`config.mk`:
```
export PLATFORM = sky130hd
export DESIGN_NAME = mcac_channel_sched
export DESIGN_NICKNAME = d
export VERILOG_FILES = /design/src/rtl/mcac_pkg.sv /design/src/rtl/mcac_timeout_cnt.sv /design/src/rtl/mcac_channel_sched.sv
export SDC_FILE = /design/constraint.sdc
export NUM_CORES = 1
export LEC_CHECK = 0
export ABC_AREA = 0
export BUFFER_PORTS_ARGS = -buffer_cell sky130_fd_sc_hd__buf_4
export CAP_MARGIN = 20
export CORE_ASPECT_RATIO = 1.75
export CORE_UTILIZATION = 37
export DETAILED_ROUTE_END_ITERATION = 16
export GPL_ROUTABILITY_DRIVEN = 1
export GPL_TIMING_DRIVEN = 0
export MAX_ROUTING_LAYER = met4
export SLEW_MARGIN = 20
export SYNTH_ARGS = -nofsm -noshare
export SYNTH_HDL_FRONTEND = slang
export SYNTH_SLANG_ARGS = --single-unit
```
`constraint.sdc`:
```
create_clock -name clk -period 5.35 [get_ports clk]
set_clock_uncertainty 0.15 [all_clocks]
set_input_delay 1.07 -clock clk [delete_from_list [all_inputs] [get_ports clk]]
set_output_delay 1.07 -clock clk [all_outputs]
set_load 0.01 [all_outputs]
```
`src/rtl/mcac_pkg.sv`:
```
// Shared types and constants for the multi-channel ADPCM job sequencer.
package mcac_pkg;

   localparam int NUM_CH_DEFAULT = 32;
   localparam int TMO_W          = 10;

   localparam logic DIR_ENC = 1'b0;
   localparam logic DIR_DEC = 1'b1;

   typedef enum logic [2:0] {
      IDLE,
      SCAN,
      START,
      WAIT,
      FDONE
   } sched_state_t;

endpackage

```
`src/rtl/mcac_timeout_cnt.sv`:
```
// Loadable saturating down-counter for handshake watchdogs; o_expired is high while the count is zero.
// Load has priority over decrement; clear has priority over load.
module mcac_timeout_cnt #(
   parameter int W = 10
) (
   input  logic         clk,
   input  logic         reset,
   input  logic         i_clr,
   input  logic         i_load,
   input  logic [W-1:0] i_load_val,
   input  logic         i_en,
   output logic         o_expired
);

   logic [W-1:0] r_cnt;

   always_ff @(posedge clk) begin
      if (reset || i_clr) begin
         r_cnt <= '0;
      end else if (i_load) begin
         r_cnt <= i_load_val;
      end else if (i_en && (r_cnt != '0)) begin
         r_cnt <= r_cnt - W'(1);
      end
   end

   assign o_expired = (r_cnt == '0);

endmodule

```
`src/rtl/mcac_channel_sched.sv`:
```
// Walks every enabled channel once per frame, issuing an encode then a decode job to the shared datapath.
// First dp_start two cycles after frame_sync; a job ends on dp_done or after TIMEOUT cycles.
module mcac_channel_sched
   import mcac_pkg::*;
#(
   parameter int NUM_CH  = NUM_CH_DEFAULT,
   parameter int CH_W    = $clog2(NUM_CH),
   parameter int TIMEOUT = 255
) (
   input  logic              clk,
   input  logic              reset,
   input  logic              frame_sync,
   input  logic [NUM_CH-1:0] ch_enable,
   output logic              dp_start,
   output logic [CH_W-1:0]   dp_ch,
   output logic              dp_dir,
   input  logic              dp_done,
   output logic              busy,
   output logic              frame_done,
   output logic              overrun,
   output logic              timeout_err,
   input  logic              err_clr,
   input  logic              scan_in0,
   input  logic              scan_in1,
   input  logic              scan_in2,
   input  logic              scan_in3,
   input  logic              scan_in4,
   input  logic              scan_enable,
   input  logic              test_mode,
   output logic              scan_out0,
   output logic              scan_out1,
   output logic              scan_out2,
   output logic              scan_out3,
   output logic              scan_out4
);

   localparam logic [CH_W-1:0]  LAST_CH  = CH_W'(NUM_CH - 1);
   // The counter also ticks during START, so loading TIMEOUT-1 expires in the same cycle the count reaches TIMEOUT.
   localparam logic [TMO_W-1:0] TMO_LOAD = TMO_W'(TIMEOUT - 1);

   sched_state_t      r_state;
   logic [NUM_CH-1:0] r_en_q;
   logic [CH_W-1:0]   r_ch;
   logic              r_dir;
   logic              r_dp_start;
   logic              r_busy;
   logic              r_frame_done;
   logic              r_overrun;
   logic              r_timeout_err;

   logic w_expired;
   logic w_last_ch;
   logic w_job_end;
   logic w_job_timeout;
   logic w_enter_start;
   logic w_cnt_en;
   logic w_cnt_clr;
   logic w_dft_en;

   assign w_last_ch     = (r_ch == LAST_CH);
   assign w_job_end     = (r_state == WAIT) && (dp_done || w_expired);
   assign w_job_timeout = (r_state == WAIT) && !dp_done && w_expired;
   assign w_enter_start = ((r_state == SCAN) && r_en_q[r_ch]) ||
                          (w_job_end && (r_dir == DIR_ENC));
   assign w_cnt_en      = (r_state == START) || (r_state == WAIT);
   assign w_cnt_clr     = (r_state == FDONE);

   mcac_timeout_cnt #(
      .W (TMO_W)
   ) u_timeout_cnt (
      .clk        (clk),
      .reset      (reset),
      .i_clr      (w_cnt_clr),
      .i_load     (w_enter_start),
      .i_load_val (TMO_LOAD),
      .i_en       (w_cnt_en),
      .o_expired  (w_expired)
   );

   always_ff @(posedge clk) begin
      if (reset) begin
         r_state       <= IDLE;
         r_en_q        <= '0;
         r_ch          <= '0;
         r_dir         <= DIR_ENC;
         r_dp_start    <= 1'b0;
         r_busy        <= 1'b0;
         r_frame_done  <= 1'b0;
         r_overrun     <= 1'b0;
         r_timeout_err <= 1'b0;
      end else begin
         r_dp_start   <= 1'b0;
         r_frame_done <= 1'b0;

         // A new error event outranks a simultaneous clear.
         if (frame_sync && (r_state != IDLE)) begin
            r_overrun <= 1'b1;
         end else if (err_clr) begin
            r_overrun <= 1'b0;
         end

         if (w_job_timeout) begin
            r_timeout_err <= 1'b1;
         end else if (err_clr) begin
            r_timeout_err <= 1'b0;
         end

         case (r_state)
            IDLE: begin
               if (frame_sync) begin
                  r_en_q  <= ch_enable;
                  r_ch    <= '0;
                  r_dir   <= DIR_ENC;
                  r_busy  <= 1'b1;
                  r_state <= SCAN;
               end
            end
            SCAN: begin
               if (r_en_q[r_ch]) begin
                  r_dp_start <= 1'b1;
                  r_state    <= START;
               end else if (w_last_ch) begin
                  r_frame_done <= 1'b1;
                  r_state      <= FDONE;
               end else begin
                  r_ch <= r_ch + CH_W'(1);
               end
            end
            START: begin
               r_state <= WAIT;
            end
            WAIT: begin
               if (w_job_end) begin
                  if (r_dir == DIR_ENC) begin
                     r_dir      <= DIR_DEC;
                     r_dp_start <= 1'b1;
                     r_state    <= START;
                  end else begin
                     r_dir <= DIR_ENC;
                     if (w_last_ch) begin
                        r_frame_done <= 1'b1;
                        r_state      <= FDONE;
                     end else begin
                        r_ch    <= r_ch + CH_W'(1);
                        r_state <= SCAN;
                     end
                  end
               end
            end
            FDONE: begin
               r_busy  <= 1'b0;
               r_ch    <= '0;
               r_state <= IDLE;
            end
            default: begin
               r_state <= IDLE;
            end
         endcase
      end
   end

   assign dp_start    = r_dp_start;
   assign dp_ch       = r_ch;
   assign dp_dir      = r_dir;
   assign busy        = r_busy;
   assign frame_done  = r_frame_done;
   assign overrun     = r_overrun;
   assign timeout_err = r_timeout_err;

   // Scan ports gated by scan_enable and test_mode; functional logic does not use them.
   assign w_dft_en  = scan_enable & test_mode;
   assign scan_out0 = w_dft_en & scan_in0;
   assign scan_out1 = w_dft_en & scan_in1;
   assign scan_out2 = w_dft_en & scan_in2;
   assign scan_out3 = w_dft_en & scan_in3;
   assign scan_out4 = w_dft_en & scan_in4;

endmodule
```
Word level (Yosys, flattened, before mapping) --
Cells that the tools add are included.
Cells by class: $add $sub $neg 2, $lt $le $gt $ge 1, eq/ne operators 10, multiplexer cells 34, bitwise operators 7, reductions and logical operators 28
Operators by type and width (number):
- $mux 5 | 5
- $pmux 5 s4 | 1
- $mux 3 | 6
- $mux 8 | 2
- $mux 1 | 14
- $pmux 3 s4 | 1
- $logic_not 10->1 | 1
- $reduce_bool 10->1 | 1
- $reduce_bool 2->1 | 5
- $sub 10x1->10 const B | 1
- $ne 2x2->1 const B | 4
- $pmux 1 s2 | 4
- $logic_and 1x1->1 | 7
- $and 1x1->1 | 6
- $eq 3x2->1 const B | 2
- $lt 5x6->1 const B | 1
- $reduce_and 3->1 | 2
- $add 5x1->5 const B | 1
- $bmux 1 s5 | 1
- $eq 5x5->1 const B | 1
- $reduce_and 5->1 | 1
- $logic_or 1x1->1 | 4
- $reduce_and 2->1 | 2
- $reduce_bool 4->1 | 1
- other kinds (8) | 8
Storage, ports and cells: register bits after elaboration 56, input port bits 44

Depth between registers and ports, before layout --
depth after elaboration 6, depth in mapped cells 10, mapped depth without buffers 9

Hierarchy --
From an unflattened synthesis, not the netlist that was laid out.
Second synthesis, totals: cells, all modules 356, area total of the unflattened synthesis 2895.3 µm²
Modules (own cells, without submodules):
- mcac_channel_sched | instances 1, cells each 283, area each 2294.7 µm²
- mcac_timeout_cnt | instances 1, cells each 73, area each 600.6 µm²

Worst setup path before layout --
OpenSTA, ideal clock, no wires.
path type input to output, start input scan_in0, end output scan_out0, arrival 1260 ps, required time 4130 ps, slack 2870 ps, cell stages on the path 1, buffers on the path 0, cells stage by stage and3_1
Between the ends: cells in the longest elaborated chain, start to end 1
Ends and longest elaborated chain:
- start: declaration | RTL line mcac_channel_sched.sv:23 | input logic scan_in0,
- $and 1x1->1 | RTL line mcac_channel_sched.sv:172 | assign scan_out0 = w_dft_en & scan_in0;
- end: declaration | RTL line mcac_channel_sched.sv:30 | output logic scan_out0,
No other way between the ends.

Worst setup path in the final report --
start input scan_enable, end output scan_out1
Between the ends: cells in the longest elaborated chain, start to end 2
Ends and longest elaborated chain:
- start: declaration | RTL line mcac_channel_sched.sv:28 | input logic scan_enable,
- $and 1x1->1 | RTL line mcac_channel_sched.sv:171 | assign w_dft_en = scan_enable & test_mode;
- $and 1x1->1 | RTL line mcac_channel_sched.sv:173 | assign scan_out1 = w_dft_en & scan_in1;
- end: declaration | RTL line mcac_channel_sched.sv:31 | output logic scan_out1,
No other way between the ends.

==> results.cfg <==
[status]
status = completed

[routing]
drt_iter0_drc = 91
wl_met3_um = 275
via_count = 2510
detail-route-antenna-nets = 0
routed_wl_mm = 6.70
drc = 0
drt-met1-wl_mm = 2.64
detailroute.wirelength.met2_mm = 3.69
drt_pass1_iterations = 4
viasPerCell = 5.14
wl_per_cell_um = 13.7
routed.top_layer = met4

[clocking]
clockBufferDepth = 2
cts_max_level = 2
cts_made_buffers = 5
insertion_delay_ns = 0.30
path_clk_slew_ns = 0.07
root_buffer = clkbuf_16
cts_hold_buf = 0
ctsResizeCount = 0
cts_setup_buffers = 0
cts_tree = done
clkSinkCount = 56

[cells_and_area]
diodes = 0
finalNetCount = 449
drive_gt1_share_pct = 20.9
fill_cells = 746
post-route-util_pct = 48.3
area_delta_synth_final_pct = 27.3

[flow_run]
max-cap-violations = 0

[timing]
rsz0062_at_grt = no
worst_slew_pin_slew_ns = 0.447
maxSlewViolCount = 0
fin_crit_sh_pct = 50.6
finalSetupViolations = 0
fmax_mhz = 370
hold_viol_final = 0
fin_setup_tns_ns = 0
finalCriticalPeriod_ns = 2.70
fin_ws_ns = 2.65
slew_headroom_pct = 70.2

[setup_path]
critPathLaunch = scan_enable
slowest_delay_ns = 0.16
cp-start-kind = primary input
rrSetupSlack_ns = 2.93
crit_arrival_ns = 1.48
cpMostUsedCell = buf_4
cp.required_ns = 4.13
cp-end-kind = output pin
worst_path_max_delay_cell = and3_1
r2r-start = dp_ch[1]
cp_cell_sequence = buf_4 -> and3_1 -> buf_4
crit_fanout = 5
crit_type = in2out

[min_path]
worst_hold_path_type = reg2reg
hold_start = r_en_q[12]

[yosys]
yosysUniqueCellTypes = 46
synth_seq_cells = 56
ys_top_cells_by_count = 75 x nand2_1, 56 x dfxtp_1, 52 x a21oi_1, 17 x mux2i_1, 13 x nor2_1
yosys-top-cells-area = dfxtp_1 41%, nand2_1 10%, a21oi_1 9.5%
synth_edf_count = 0
yosysWarnings = 0
synth_top_area_share_pct = 41.1
netlist_area_um2 = 2730
synth_top_area_cell = dfxtp_1
synth_nets = 383
ys.flop_type = dfxtp_1
syn_inst = 335
ys_seq_area_share_pct = 41.1
yosysMostFrequentCell = nand2_1
avgSynthCellArea_um2 = 8.14
async_reset_ff_share_pct = 0

[placement]
hpwl_mm = 5.03
pre_cts_ws_ns = 2.64
gp_congestion = 0.873
io_buffers = 59

[global_route]
grtUsageTotal_pct = 19.0
antenna_found_initial = 0
grt_overflow_total = 0
grt_pass1_wl_mm = 10.8
grt_max_degree = 19
grt_pass1_vias = 2429

[floorplan]
start_util_pct = 38.0
fp.dieH_um = 116
core-area_um2 = 7180
die_w_um = 66.9
pin_count = 60
dieArea_um2 = 7730
row_count = 41

[power_and_ir_drop]
power_leakage_nw = 1.38
ir_drop_mv = 0.177
p_per_area_nw_per_um2 = 369
-- state kept, by name, summed over array words and instances (netlist names) --
register             count
overrun                  1
u_timeout_cnt.r_cnt     10
dp_start                 1
r_en_q                  32
busy                     1
dp_dir                   1
timeout_err              1
dp_ch                    5
r_state                  3
frame_done               1
-- per-layer routing --
layer / up-vias / global-route usage (%)
met5: - / -
met3: 7 / 3.05
met4: 0 / 6.38
met2: 56 / 36.0
met1: 1162 / 18.8
li1: 1285 / -
-- final timing paths --
check / to / cells after the start
hold / removal: r_en_q[12] / 2
setup reg to reg: dp_ch[1] / 9
setup / recovery: scan_out1 / 3
hold reg to reg: r_en_q[12] / 2
-- worst max-delay path: cells and delay by family --
family | cells | cell delay (ns)
buffers and inverters | 2 | 0.26
and+or+nand+nor | 1 | 0.16
-- cell type report --
cell class	instances	area (um^2)	area share (%)
Buffer	21	130	3.75
Clock buffer	5	125	3.60
Clock inverter	3	68.8	1.98
Inverter	5	18.8	0.541
Multi-Input combinational cell	253	1460	42.0
Sequential cell	56	1120	32.3
Tap cell	86	108	3.10
Timing Repair Buffer	59	443	12.8
-- metrics by stage --
step	hold slack, ns	power (W)	cell area, um^2	instances
6_report	0.305	0.00128	3470	488
2_1_floorplan	0.286	0.000767	2730	335
3_3_place_gp	0.291	0.000859	3280	480
4_1_cts	0.307	0.00129	3470	488
5_1_grt	0.326	0.00135	3470	488
3_5_place_dp	0.297	0.000864	3280	480
-- cell usage in the layout, fill, tap and decap left out, types with 4 or more instances in the layout --
| cell | netlist | final |
|---|---|---|
| o21ai_0 | 11 | 11 |
| nand2b_1 | 4 | 4 |
| nor3_1 | 6 | 6 |
| dfxtp_1 | 56 | 56 |
| nand3_1 | 12 | 12 |
| xnor2_1 | 6 | 6 |
| and3_1 | 9 | 9 |
| clkbuf_16 | 0 | 5 |
| buf_4 | 5 | 64 |
| a21oi_1 | 52 | 52 |
| nand2_1 | 75 | 75 |
| inv_1 | 5 | 5 |
| nor2_1 | 13 | 13 |
| a22oi_1 | 4 | 4 |
| clkbuf_1 | 10 | 10 |
| mux2i_1 | 17 | 17 |
| or4_1 | 4 | 4 |
| ha_1 | 4 | 4 |
-- where the power goes --
group | internal [W] | switching [W] | total [W] | leakage [nW]
Sequential | 0.000470 | 0.0000427 | 0.000513 | 0.458
Combinational | 0.000159 | 0.000182 | 0.000341 | 0.826
Clock | 0.000270 | 0.000157 | 0.000427 | 0.0944
-- kinds of logic after synthesis --
family,Yosys count,share of synthesized area [%]
AND/OR/NAND/NOR,143,25.5
AO/OA/AOI/OAI,80,17.0
flip-flops,56,41.1
buffers and inverters,26,5.46
multiplexers,17,6.24
XOR/XNOR,9,2.89
adder cells (fa/ha/maj),4,1.83
No activity file was read; power rests on OpenSTA's default activity.
